`config.mk`:
```
export PLATFORM = sky130hd
export DESIGN_NAME = rib_ex_arbiter
export DESIGN_NICKNAME = d
export VERILOG_FILES = /design/src/rtl/rib_ex_arbiter_pkg.sv /design/src/rtl/rib_ex_arbiter_rr_pick3.sv /design/src/rtl/rib_ex_arbiter.sv
export SDC_FILE = /design/constraint.sdc
export NUM_CORES = 1
export LEC_CHECK = 0
export BUFFER_PORTS_ARGS = -buffer_cell sky130_fd_sc_hd__buf_2
export CAP_MARGIN = 30
export CORE_ASPECT_RATIO = 0.6
export CORE_MARGIN = 10
export CORE_UTILIZATION = 48
export CTS_BUF_LIST = sky130_fd_sc_hd__clkbuf_4
export CTS_CLUSTER_DIAMETER = 40
export DETAILED_ROUTE_END_ITERATION = 16
export GPL_TIMING_DRIVEN = 0
export PLACE_DENSITY = 0.94
export SLEW_MARGIN = 5
export SYNTH_ARGS = -nofsm -noshare
export SYNTH_HDL_FRONTEND = slang
export SYNTH_HIERARCHICAL = 1
export SYNTH_SLANG_ARGS = --single-unit
```
`constraint.sdc`:
```
create_clock -name clk -period 7.65 [get_ports clk]
set_clock_uncertainty 0.1 [all_clocks]
set_input_delay 1.1475 -clock clk [delete_from_list [all_inputs] [get_ports clk]]
set_output_delay 1.1475 -clock clk [all_outputs]
set_load 0.03 [all_outputs]
```
`src/rtl/rib_ex_arbiter_pkg.sv`:
```
// ---------------------------------------------------------------------------
// rib_ex_arbiter_pkg
// Shared definitions for the rib ex master-port arbiter:
//   - memory bus widths (MemAddrBus / MemBus)
//   - requester index constants (core, send coprocessor, fire coprocessor)
//   - arbiter FSM state encoding
//   - helper that turns a one-hot grant into a requester index
// ---------------------------------------------------------------------------
package rib_ex_arbiter_pkg;

    localparam int MEM_ADDR_BUS = 32;
    localparam int MEM_BUS      = 32;

    localparam logic [1:0] REQ_CORE = 2'd0;
    localparam logic [1:0] REQ_SEND = 2'd1;
    localparam logic [1:0] REQ_FIRE = 2'd2;

    typedef enum logic [1:0] {
        ARB_IDLE   = 2'd0,
        ARB_ACCESS = 2'd1,
        ARB_DONE   = 2'd2
    } arb_state_t;

    // One-hot grant to requester index; an all-zero grant maps to core,
    // which is harmless because the caller only uses it when a grant exists.
    function automatic logic [1:0] gnt_to_idx(input logic [2:0] gnt);
        logic [1:0] idx;
        idx = REQ_CORE;
        if (gnt[REQ_SEND]) begin
            idx = REQ_SEND;
        end else if (gnt[REQ_FIRE]) begin
            idx = REQ_FIRE;
        end
        return idx;
    endfunction

endpackage

```
`src/rtl/rib_ex_arbiter_rr_pick3.sv`:
```
// ---------------------------------------------------------------------------
// rib_ex_arbiter_rr_pick3
// Combinational 3-way round-robin selector (the rr_pick3 block).
// Ports:
//   req       in   [2:0]  request vector, bit index = requester index
//   last_gnt  in   [1:0]  index of the requester granted most recently
//   core_prio in   1      when set, a requesting core wins unconditionally
//   gnt       out  [2:0]  one-hot grant (all zero when nothing requests)
// ---------------------------------------------------------------------------
module rib_ex_arbiter_rr_pick3
    import rib_ex_arbiter_pkg::*;
(
    input  logic [2:0] req,
    input  logic [1:0] last_gnt,
    input  logic       core_prio,
    output logic [2:0] gnt
);

    // Scan starts at the requester after last_gnt in the cyclic order
    // core -> send -> fire, so a requester that was just served goes to
    // the back of the line. The core-priority override sits in front of it.
    always_comb begin
        gnt = 3'b000;
        if (core_prio && req[REQ_CORE]) begin
            gnt[REQ_CORE] = 1'b1;
        end else begin
            case (last_gnt)
                REQ_CORE: begin
                    if      (req[REQ_SEND]) gnt[REQ_SEND] = 1'b1;
                    else if (req[REQ_FIRE]) gnt[REQ_FIRE] = 1'b1;
                    else if (req[REQ_CORE]) gnt[REQ_CORE] = 1'b1;
                end
                REQ_SEND: begin
                    if      (req[REQ_FIRE]) gnt[REQ_FIRE] = 1'b1;
                    else if (req[REQ_CORE]) gnt[REQ_CORE] = 1'b1;
                    else if (req[REQ_SEND]) gnt[REQ_SEND] = 1'b1;
                end
                default: begin
                    if      (req[REQ_CORE]) gnt[REQ_CORE] = 1'b1;
                    else if (req[REQ_SEND]) gnt[REQ_SEND] = 1'b1;
                    else if (req[REQ_FIRE]) gnt[REQ_FIRE] = 1'b1;
                end
            endcase
        end
    end

endmodule

```
`src/rtl/rib_ex_arbiter.sv`:
```
// ---------------------------------------------------------------------------
// rib_ex_arbiter
// Shares the single rib ex master port between the ex stage (core), the
// send coprocessor and the fire coprocessor. One access at a time:
// IDLE picks a winner and registers its request onto the bus, ACCESS waits
// out bus_hold_i and captures read data, DONE pulses the winner's done.
// Ports:
//   clk, rst                      clock, asynchronous active-high reset
//   {core,send,fire}_req_i        request, held until matching done
//   {core,send,fire}_we_i         1 = write
//   {core,send,fire}_addr_i       access address
//   {core,send,fire}_wdata_i      write data
//   {core,send,fire}_done_o       one-cycle completion pulse
//   rdata_o                       read data, valid while a done is high
//   busy_o                        arbiter not idle
//   bus_req_o/we_o/addr_o/wdata_o rib_ex master outputs (registered)
//   bus_rdata_i, bus_hold_i       rib_ex read data and hold flag
// ---------------------------------------------------------------------------
module rib_ex_arbiter
    import rib_ex_arbiter_pkg::*;
#(
    parameter int ADDR_W    = MEM_ADDR_BUS,
    parameter int DATA_W    = MEM_BUS,
    parameter int CORE_PRIO = 1
) (
    input  logic              clk,
    input  logic              rst,
    input  logic              core_req_i,
    input  logic              send_req_i,
    input  logic              fire_req_i,
    input  logic              core_we_i,
    input  logic              send_we_i,
    input  logic              fire_we_i,
    input  logic [ADDR_W-1:0] core_addr_i,
    input  logic [ADDR_W-1:0] send_addr_i,
    input  logic [ADDR_W-1:0] fire_addr_i,
    input  logic [DATA_W-1:0] core_wdata_i,
    input  logic [DATA_W-1:0] send_wdata_i,
    input  logic [DATA_W-1:0] fire_wdata_i,
    output logic              core_done_o,
    output logic              send_done_o,
    output logic              fire_done_o,
    output logic [DATA_W-1:0] rdata_o,
    output logic              busy_o,
    output logic              bus_req_o,
    output logic              bus_we_o,
    output logic [ADDR_W-1:0] bus_addr_o,
    output logic [DATA_W-1:0] bus_wdata_o,
    input  logic [DATA_W-1:0] bus_rdata_i,
    input  logic              bus_hold_i
);

    localparam logic CORE_PRIO_EN = (CORE_PRIO != 0);

    arb_state_t        state;
    arb_state_t        state_next;
    logic [2:0]        req_vec;
    logic [2:0]        gnt;
    logic [1:0]        gnt_idx;
    logic [1:0]        winner;
    logic [1:0]        last_gnt;
    logic              sel_we;
    logic [ADDR_W-1:0] sel_addr;
    logic [DATA_W-1:0] sel_wdata;

    assign req_vec = {fire_req_i, send_req_i, core_req_i};
    assign gnt_idx = gnt_to_idx(gnt);

    rib_ex_arbiter_rr_pick3 u_pick (
        .req       (req_vec),
        .last_gnt  (last_gnt),
        .core_prio (CORE_PRIO_EN),
        .gnt       (gnt)
    );

    // Route the granted requester's access fields toward the bus registers.
    always_comb begin
        sel_we    = core_we_i;
        sel_addr  = core_addr_i;
        sel_wdata = core_wdata_i;
        if (gnt[REQ_SEND]) begin
            sel_we    = send_we_i;
            sel_addr  = send_addr_i;
            sel_wdata = send_wdata_i;
        end else if (gnt[REQ_FIRE]) begin
            sel_we    = fire_we_i;
            sel_addr  = fire_addr_i;
            sel_wdata = fire_wdata_i;
        end
    end

    // FSM state register. Reset drops straight back to IDLE, which also
    // aborts any access in flight without a done pulse.
    always_ff @(posedge clk or posedge rst) begin
        if (rst) begin
            state <= ARB_IDLE;
        end else begin
            state <= state_next;
        end
    end

    // Next-state logic: requests are only looked at in IDLE, the hold flag
    // only in ACCESS, and DONE always lasts exactly one cycle.
    always_comb begin
        state_next = state;
        case (state)
            ARB_IDLE:   if (|req_vec)    state_next = ARB_ACCESS;
            ARB_ACCESS: if (!bus_hold_i) state_next = ARB_DONE;
            ARB_DONE:                    state_next = ARB_IDLE;
            default:                     state_next = ARB_IDLE;
        endcase
    end

    // Output logic: done goes to whoever won the access that just ended.
    always_comb begin
        busy_o      = (state != ARB_IDLE);
        core_done_o = (state == ARB_DONE) && (winner == REQ_CORE);
        send_done_o = (state == ARB_DONE) && (winner == REQ_SEND);
        fire_done_o = (state == ARB_DONE) && (winner == REQ_FIRE);
    end

    // Bus-side registers. The request is latched once in IDLE so the bus
    // sees a stable copy for the whole ACCESS regardless of what the
    // requester does; rdata_o is only written when an access completes so
    // it keeps its last value between accesses. The round-robin pointer
    // starts at fire so the first scan order is core, send, fire.
    always_ff @(posedge clk or posedge rst) begin
        if (rst) begin
            bus_req_o   <= 1'b0;
            bus_we_o    <= 1'b0;
            bus_addr_o  <= '0;
            bus_wdata_o <= '0;
            rdata_o     <= '0;
            winner      <= REQ_CORE;
            last_gnt    <= REQ_FIRE;
        end else begin
            case (state)
                ARB_IDLE: begin
                    if (|req_vec) begin
                        bus_req_o   <= 1'b1;
                        bus_we_o    <= sel_we;
                        bus_addr_o  <= sel_addr;
                        bus_wdata_o <= sel_wdata;
                        winner      <= gnt_idx;
                        last_gnt    <= gnt_idx;
                    end else begin
                        bus_req_o   <= 1'b0;
                        bus_we_o    <= 1'b0;
                        bus_addr_o  <= '0;
                        bus_wdata_o <= '0;
                    end
                end
                ARB_ACCESS: begin
                    if (!bus_hold_i) begin
                        rdata_o   <= bus_rdata_i;
                        bus_req_o <= 1'b0;
                        bus_we_o  <= 1'b0;
                    end
                end
                default: begin
                end
            endcase
        end
    end

endmodule

```
==> summary.md, run 1 <==
| Metric | Value |
|---|---|
| Status | `finished, final reports clean` |
| Yosys warns | `6` |
| Commonest cells after routing, fill and taps aside | `buf_2 (348), dfrtp_1 (102), mux2_2 (97)` |
| Hold Violations, Final | `0` |
| H-tree lvl count | `3` |
| I/O pin count | `335` |
| Tcrit/Tclk final | `40.2%` |
| Initial antenna violation count | `0` |
| Die Span Y | `101 um` |
| CTS tree | `yes` |
| P_int | `0.00150 W` |
| Sequential cell fraction of total power | `between 30% and 40%` |
| Pre-CTS setup slack | `4.51 ns` |
| CTS max path bufs | `2` |
| Post-CTS Setup Repair Bufs | `0` |
| Synth Area per Inst | `11.5 um^2` |
| Starting DRT DRC Count | `179` |
| Post-CTS Resized | `0` |
| Peak Freq | `0.325 GHz` |
| Peak supply drop | `0.000253 V` |
| Die area | `15600 um^2` |
| RePlAce Congestion | `0.798` |
| DRC Markers | `0` |
| Most common cell after layout, fill and taps aside | `buf_2` |
| Final hold slack | `0.396 ns` |
| Initial Util | `49.4%` |
| DRT antenna net count | `0` |
| Setup crit end kind | `output pin` |
| Core Rows | `29` |
| Clk sinks | `103` |
| Routed wire length per instance | `~19 um` |
| DRT Pass-1 Iters | `4` |
| Fillers | `828` |
| Slew Viols, Final | `0` |
| Layout cells sized above 1 | `about three fifths` |
| Via count | `about 4800` |
| CP Max Fanout | `10` |
| Later-pin clock latency in the skew report | `0.45 ns` |
| Clock share of power | `10.9%` |
| Worst Path Required | `6.40 ns` |
| Input/output buffers | `about 330` |
| Cell area after synthesis | `5230 um^2` |
| First-pass GRT wire length | `28300 um` |
| Worst hold stages | `2` |
| Pleak | `3.76 nW` |
| # setup viols final | `0` |
| FF-to-FF path depth | `8` |
| CTS Root Cell | `clkbuf_4` |
| CP Launch Type | `register` |
| Worst hold path class | `reg -> reg` |
| Largest net degree at the start of global routing | `63` |
| Clk slew on worst S/H paths | `around 0.15 ns` |
| Aggregate global routing overflow | `0` |
| N_diodes | `0` |
| Synthesis-to-finish area growth | `39.0%` |
| Worst relative slew slack | `49.7%` |
| Sw frac | `about 48%` |
| Slew @ Worst Pin | `~0.75 ns` |
| Vias in the first global route | `5474` |
| Mapped Cells | `between 400 and 500` |
| Post-Route Utilization | `68.6%` |
| Fin nets | `1032` |
| CTS Buf Count | `9` |
| Tmin final | `between 3 and 4 ns` |
| Vias per std cell | `5.07` |
| Max-Cap Viols | `0` |
| Setup WS post-layout | `4.57 ns` |
| Hold_buf cts | `0` |
| TNS Setup | `0 ns` |
| WS Path Type | `reg -> out` |
| CP arrival | `approximately 1.8 ns` |
| DP Wirelength | `roughly 15000 um` |
| Net switching power | `0.00140 W` |
| Syn nets | `686` |
| Final WL | `between 15000 and 20000 um` |
| Total GRT Usage | `about 23%` |
| RSZ-0062 raised after global routing | `false` |
| Core area | `between 10000 and 15000 um^2` |
| Chip Width | `155 um` |
| Pwr/cell area | `398 nW/um^2` |
| Combinational group share of total power | `between 50% and 60%` |
[critical path, stage by stage, from the launching register on]
cell and delay (ns):
dfrtp_1 0.49, or2_1 0.21, clkbuf_1 0.39, buf_2 0.30
[cell type report]
type                            instances  area, um^2  share of cell area [%]
Buffer                                 33         156                    2.15
Timing Repair Buffer                  335        1700                    23.4
Tap cell                              139         174                    2.39
Clock buffer                           11        82.6                    1.14
Clock inverter                          5        81.3                    1.12
Sequential cell                       103        2580                    35.5
Multi-Input combinational cell        313        2480                    34.1
Inverter                                4        17.5                   0.241
[registers in the layout, summed over array words and instances, names as in the netlist]
signal       flops
state            2
bus_req_o        1
bus_we_o         1
last_gnt         1
winner           2
bus_addr_o      32
bus_wdata_o     32
rdata_o         32
[path summary, 6_finish.rpt]
kind | from | to | slack, ns
max | state[0] | busy_o | 4.57
min | bus_addr_o[5] | bus_addr_o[5] | 0.40
max reg2reg | winner[0] | bus_addr_o[11] | 5.26
min reg2reg | bus_addr_o[5] | bus_addr_o[5] | 0.40
max in group asynchronous | rst | last_gnt[1] | 6.11
min in group asynchronous | rst | rdata_o[4] | 0.63
[layer usage]
layer,part of all wire (%),vias to the layer above,routed length [um],GRT usage (%)
met5,0,-,0,0
met4,1.7,0,302,5.78
met3,8.7,24,1590,8.61
met2,52,196,9550,41.3
met1,37,2278,6830,24.0
li1,-,2281,-,-
[metrics by stage]
| step | power [W] | cell area [um^2] | cells |
|---|---|---|---|
| finish | 0.00290 | 7270 | 943 |
| floorplan | 0.00204 | 5230 | 453 |
| detailed placement | 0.00261 | 7110 | 927 |
| CTS | 0.00292 | 7270 | 943 |
| global route | 0.00308 | 7270 | 943 |
| global placement | 0.00254 | 7080 | 926 |
[power groups by stage]
stage          clock network (W)  registers, W  logic, W
2_1_floorplan                  0       0.00146  0.000582
4_1_cts                 0.000324      0.000959   0.00164
3_5_place_dp                   0      0.000967   0.00164
6_report                0.000317      0.000960   0.00162
3_3_place_gp                   0      0.000945   0.00159
5_1_grt                 0.000344      0.000994   0.00174
No activity file was read; power rests on OpenSTA's default activity.
==> run 2: changes to the inputs <==
- CORE_UTILIZATION: 48 -> 40
- PLACE_DENSITY: 0.94 -> 0.84
- clock period: 7.65 -> 2.7 ns (I/O delays scaled with it)
==> run 2 against run 1 <==
Clock-buffer cell count decreased by 1. Critical path depth increased by 5. First-iteration DRC count increased by 23%. Combinational power increased to 2.8 times the previous value. Highest routed layer unchanged. Global-route usage decreased by 3.7 points. Setup slack got worse by 4.3 ns. Hold slack got worse by 0.32 ns. Flip-flop and latch count unchanged.
==> summary.md, run 2 (synthesis gave the netlist of run 1 again) <==
| Metric | Value |
|---|---|
| H-tree lvl count | `3` |
| Setup crit end kind | `register` |
| Worst hold path class | `in -> reg` |
| Layout cells sized above 1 | `58.3%` |
| Hold Violations, Final | `0` |
| Most common cell after layout, fill and taps aside | `buf_2` |
| CTS max path bufs | `2` |
| Fin nets | `1034` |
| Vias in the first global route | `slightly above 5000` |
| Peak Freq | `0.411 GHz` |
| Crit-path most repeated cell | `buf_2` |
| Slew Viols, Final | `0` |
| CTS Buf Count | `9` |
| Worst relative slew slack | `between 50% and 60%` |
| Status | `finished, final reports clean` |
| Die area | `18200 um^2` |
| CTS tree | `yes` |
| Post-CTS Setup Repair Bufs | `0` |
| DRC Markers | `0` |
| Design area | `between 7000 and 8000 um^2` |
| Slew @ Worst Pin | `0.750 ns` |
| Synthesis-to-finish area growth | `39.2%` |
| DRT Pass-1 Iters | `4` |
| RSZ-0062 raised after global routing | `false` |
| Top Registers | `bus_addr_o: 32 flops, bus_wdata_o: 32 flops, rdata_o: 32 flops` |
| TNS Setup | `0 ns` |
| Clk sinks | `slightly above 100` |
| Core Rows | `32` |
| Total GRT Usage | `18.9%` |
| CP Max Fanout | `10` |
| DP Wirelength | `between 15000 and 20000 um` |
| Tmin final | `2.43 ns` |
| Crit-path cells | `nor2b_4 -> o22ai_1 -> and2_1 -> buf_2 -> buf_2 -> buf_2 -> mux2i_1 -> o21ai_0` |
| Setup WS post-layout | `between 0.2 and 0.3 ns` |
| CTS Root Cell | `clkbuf_4` |
| Pwr/cell area | `1100 nW/um^2` |
| Starting DRT DRC Count | `220` |
| Worst Path Required | `2.91 ns` |
| Tcrit/Tclk final | `90.1%` |
| Initial antenna violation count | `1` |
| Initial Util | `40.8%` |
| DRT antenna net count | `0` |
| Pleak | `around 3.7 nW` |
| RePlAce Congestion | `around 0.86` |
| WS Path Type | `reg -> reg` |
| Crit-path max cell delay | `between 0.6 and 0.7 ns` |
| Commonest cells after routing, fill and taps aside | `buf_2 (348), dfrtp_1 (102), mux2_2 (97)` |
| Final WL | `18300 um` |
| Die Span Y | `109 um` |
| Peak supply drop | `0.000540 V` |
| CP max-delay cell | `dfstp_2` |
| Vias per std cell | `4.88` |
| CP arrival | `2.64 ns` |
| Core area | `between 10000 and 15000 um^2` |
| CP Launch Type | `register` |
| Routed wire length per instance | `18.8 um` |
| Largest net degree at the start of global routing | `42` |
| N_diodes | `0` |
| Clk slew on worst S/H paths | `0.15 ns` |
| Input/output buffers | `334` |
| Chip Width | `~170 um` |
| Via count | `roughly 4800` |
| First-pass GRT wire length | `roughly 28000 um` |
| I/O pin count | `around 340` |
| Max-Cap Viols | `0` |
| Later-pin clock latency in the skew report | `0.44 ns` |
| Post-CTS Resized | `0` |
| # setup viols final | `0` |
| Placed cell area | `7160 um^2` |
| Aggregate global routing overflow | `0` |
| Pre-CTS setup slack | `0.230 ns` |
-- run 2: cell count changes in the layout (fill, tap and decap cells not counted), sizes merged --
cell / before / now
clkinvlp: 0 / 4
bufinv: 2 / 0
buf: 352 / 353
clkbuf: 27 / 26
clkinv: 2 / 1
dlygate4sd3: 0 / 1
inv: 5 / 4
-- run 2: final timing paths --
kind / from / to / slack (ns) / depth (start not counted)
min in group asynchronous: rst / rdata_o[0] / 0.44 / 3
setup / recovery: last_gnt[1] / bus_wdata_o[20] / 0.27 / 8
hold / removal: bus_rdata_i[25] / rdata_o[25] / 0.08 / 2
setup reg to reg: last_gnt[1] / bus_wdata_o[20] / 0.27 / 8
hold reg to reg: bus_wdata_o[27] / bus_wdata_o[27] / 0.39 / 2
max in group asynchronous: rst / last_gnt[1] / 1.42 / 4
-- run 2: routing by layer --
metal  GRT usage, %  vias to the layer above  wire length (um)
met4           3.59                        0               161
met3           8.26                       10              1720
li1               -                     2285                 -
met5              0                        -                 0
met2           32.1                      184              9240
met1           22.0                     2282              7210
-- run 2: through the flow --
stage          utilization [%]  instances  total power [W]  hold WS [ns]
2_1_floorplan                -        453          0.00579         0.388
3_3_place_gp              55.6        957          0.00723         0.357
3_5_place_dp              55.9        959          0.00738         0.365
4_1_cts                   56.8        975          0.00808        0.0335
5_1_grt                   56.8        975          0.00854       0.00708
6_report                  56.8        975          0.00798        0.0753
-- run 2: layout make-up --
type | count | area (um^2)
Clock buffer | 10 | 75.1
Tap cell | 170 | 213
Inverter | 4 | 18.8
Multi-Input combinational cell | 313 | 2480
Buffer | 33 | 156
Sequential cell | 103 | 2580
Timing Repair Buffer | 337 | 1720
Clock inverter | 5 | 35.0
Fill cell | 1141 | 5530
-- run 2: critical path: cells and delay by family, from the launching register on --
kind	cells	cell delay, ns
buffers and inverters	3	0.85
multiplexers	1	0.29
AO/OA/AOI/OAI	2	0.25
AND/OR/NAND/NOR	2	0.18
flip-flops	1	0.62
-- run 2: repair_timing --
action / in CTS / in global routing
hold buffers: 1 / 0
setup endpoints to repair: 0 / 0
hold endpoints to repair: 22 / 0
-- run 2: power breakdown --
part | leakage, nW | switching, W | internal [W]
Clock | 0.0525 | 0.000501 | 0.000195
Combinational | 2.42 | 0.00303 | 0.00155
Sequential | 1.26 | 0.000409 | 0.00230
Total | 3.73 | 0.00394 | 0.00404
==> run 3: changes to the inputs <==
- ABC_AREA: unset -> 1
- BUFFER_PORTS_ARGS: -buffer_cell sky130_fd_sc_hd__buf_2 -> unset
- CORE_UTILIZATION: 40 -> 60
- DONT_BUFFER_PORTS: unset -> 1
==> run 3 against run 2 <==
First-iteration DRC count up 41%. Non-clock buffer count fell by 276. Clock-buffer cell count down 1. Routed wire length rose by 18%. Combinational power decreased by 38%. Setup slack better by 0.27 ns. Highest routed layer unchanged. Critical path depth decreased by 5. Largest cell class is now multi-input gates. Via count is 27% higher. Power up 0.88%. Die area fell by 19%. Hold slack got worse by 0.041 ns. Design area is 5.9% lower.
==> summary.md, run 3 <==
| Metric | Value |
|---|---|
| Status | `finished, final reports clean` |
| Pwr/cell area | `1180 nW/um^2` |
| Setup crit end kind | `output pin` |
| CTS Root Cell | `clkbuf_4` |
| # setup viols final | `0` |
| Setup WS post-layout | `0.534 ns` |
| WS Path Type | `reg -> out` |
| DRT Pass-1 Iters | `6` |
| Hold Violations, Final | `0` |
| Crit-path cells | `inv_1 -> nand2_1 -> nor2_1` |
| Tmin final | `2.17 ns` |
| Input/output buffers | `0` |
| Yosys warns | `6` |
| Design area | `about 6900 um^2` |
| I/O pin count | `between 300 and 400` |
| Clk sinks | `103` |
| Most common cell after layout, fill and taps aside | `nand2_1` |
| Largest net degree at the start of global routing | `39` |
| Synth Area per Inst | `6.45 um^2` |
| DRT antenna net count | `0` |
| Core area | `9910 um^2` |
| Slew Viols, Final | `0` |
| Placed cell area | `6370 um^2` |
| Worst Path Required | `2.19 ns` |
| Pleak | `3.98 nW` |
| First-pass GRT wire length | `33300 um` |
| Routed wire length per instance | `18.9 um` |
| Peak Freq | `0.462 GHz` |
| Max-Cap Viols | `0` |
| Vias per std cell | `~5.3` |
| CP Max Fanout | `3` |
| CTS Buf Count | `9` |
| Layout Cells excl Fill | `1141` |
| Clk slew on worst S/H paths | `0.19 ns` |
| Chip Width | `151 um` |
| Slew @ Worst Pin | `approximately 0.75 ns` |
| RePlAce Congestion | `0.897` |
| Aggregate global routing overflow | `0` |
| Post-CTS Setup Repair Bufs | `0` |
| RSZ-0062 raised after global routing | `false` |
| Vias in the first global route | `~6000` |
| Tcrit/Tclk final | `between 80% and 90%` |
| Peak supply drop | `~0.00076 V` |
| Fillers | `894` |
| Die Span Y | `just under 100 um` |
| Final Power | `between 0.008 and 0.009 W` |
| N_diodes | `0` |
| Crit-path max cell delay | `0.54 ns` |
| Total GRT Usage | `around 28%` |
| Cell area after synthesis | `6140 um^2` |
| Fin nets | `1234` |
| Synthesis-to-finish area growth | `11.6%` |
| H-tree lvl count | `3` |
| CTS max path bufs | `2` |
| Worst relative slew slack | `50.2%` |
| Multi-input gate area | `about 2600 um^2` |
| Via count | `6043` |
| Commonest cells after routing, fill and taps aside | `nand2_1 (372), inv_1 (140), nor2_1 (131)` |
| Worst hold path class | `in -> reg` |
| CP max-delay cell | `nor2_1` |
| Core Rows | `28` |
| CP arrival | `approximately 1.7 ns` |
| Layout cells sized above 1 | `7.85%` |
| Pre-CTS setup slack | `0.805 ns` |
| CTS tree | `yes` |
| Later-pin clock latency in the skew report | `0.47 ns` |
| Top Registers | `bus_addr_o: 32 flops, bus_wdata_o: 32 flops, rdata_o: 32 flops` |
| Mapped Cells | `952` |
| CP Launch Type | `register` |
| Initial antenna violation count | `0` |
| Initial Util | `about three fifths` |
| Die area | `14800 um^2` |
| Post-Place Cells | `1091` |
| DP Wirelength | `16400 um` |
| Final WL | `about 22000 um` |
| Post-CTS Resized | `0` |
| Worst hold stages | `4` |
| Register Area | `2580 um^2` |
| Starting DRT DRC Count | `311` |
| Syn nets | `1185` |
| FF-to-FF path depth | `9` |
| TNS Setup | `0 ns` |
| DRC Markers | `0` |
run 3: final cells by class:
cell class | instances | share of cell area [%]
buffer | 56 | 5.61
clock buffer | 9 | 0.986
clock inverter | 7 | 1.08
inverter | 145 | 8.00
multi-input combinational | 648 | 38.4
sequential | 103 | 37.6
tap | 135 | 2.47
timing repair buffer | 38 | 5.77
run 3: path summary, 6_finish.rpt:
check	start	end	slack, ns
worst max-delay path	state[0]	fire_done_o	0.53
worst min-delay path	send_wdata_i[16]	bus_wdata_o[16]	0.03
worst max register to register	last_gnt[1]	bus_wdata_o[11]	0.78
worst min register to register	last_gnt[1]	last_gnt[1]	0.41
max in group asynchronous	rst	bus_wdata_o[7]	1.45
min in group asynchronous	rst	rdata_o[23]	0.41
run 3: repair_timing:
item	4_1_cts	5_1_grt
hold buffers	34	0
hold endpoints to repair	61	0
setup endpoints to repair	0	0
run 3: worst max-delay path, delay by kind of cell, from the launching register on:
| kind | cells | cell delay, ns |
|---|---|---|
| flip-flops | 1 | 0.47 |
| buffers and inverters | 1 | 0.09 |
| AND/OR/NAND/NOR | 2 | 0.62 |
run 3: report_power, final:
group	internal (W)	switching (W)	total, W
logic	0.00108	0.00177	0.00285
registers	0.00226	0.00211	0.00437
clock network	0.000223	0.000604	0.000827
run 3: metrics by stage:
| stage | hold WS (ns) | util [%] |
|---|---|---|
| after floorplan | 0.356 | - |
| after global placement | 0.373 | 63.7 |
| after detailed placement | 0.323 | 64.2 |
| after CTS | 0.00934 | 69.1 |
| after global routing | 0.00901 | 69.1 |
| final | 0.0345 | 69.1 |
run 3: layer usage:
metal / global-route usage (%) / vias to the layer above / routed length [um]
li1: - / 2921 / -
met1: 33.2 / 2744 / 8100
met2: 47.5 / 325 / 10600
met3: 9.26 / 53 / 2190
met4: 10.2 / 0 / 665
met5: 0 / - / 0
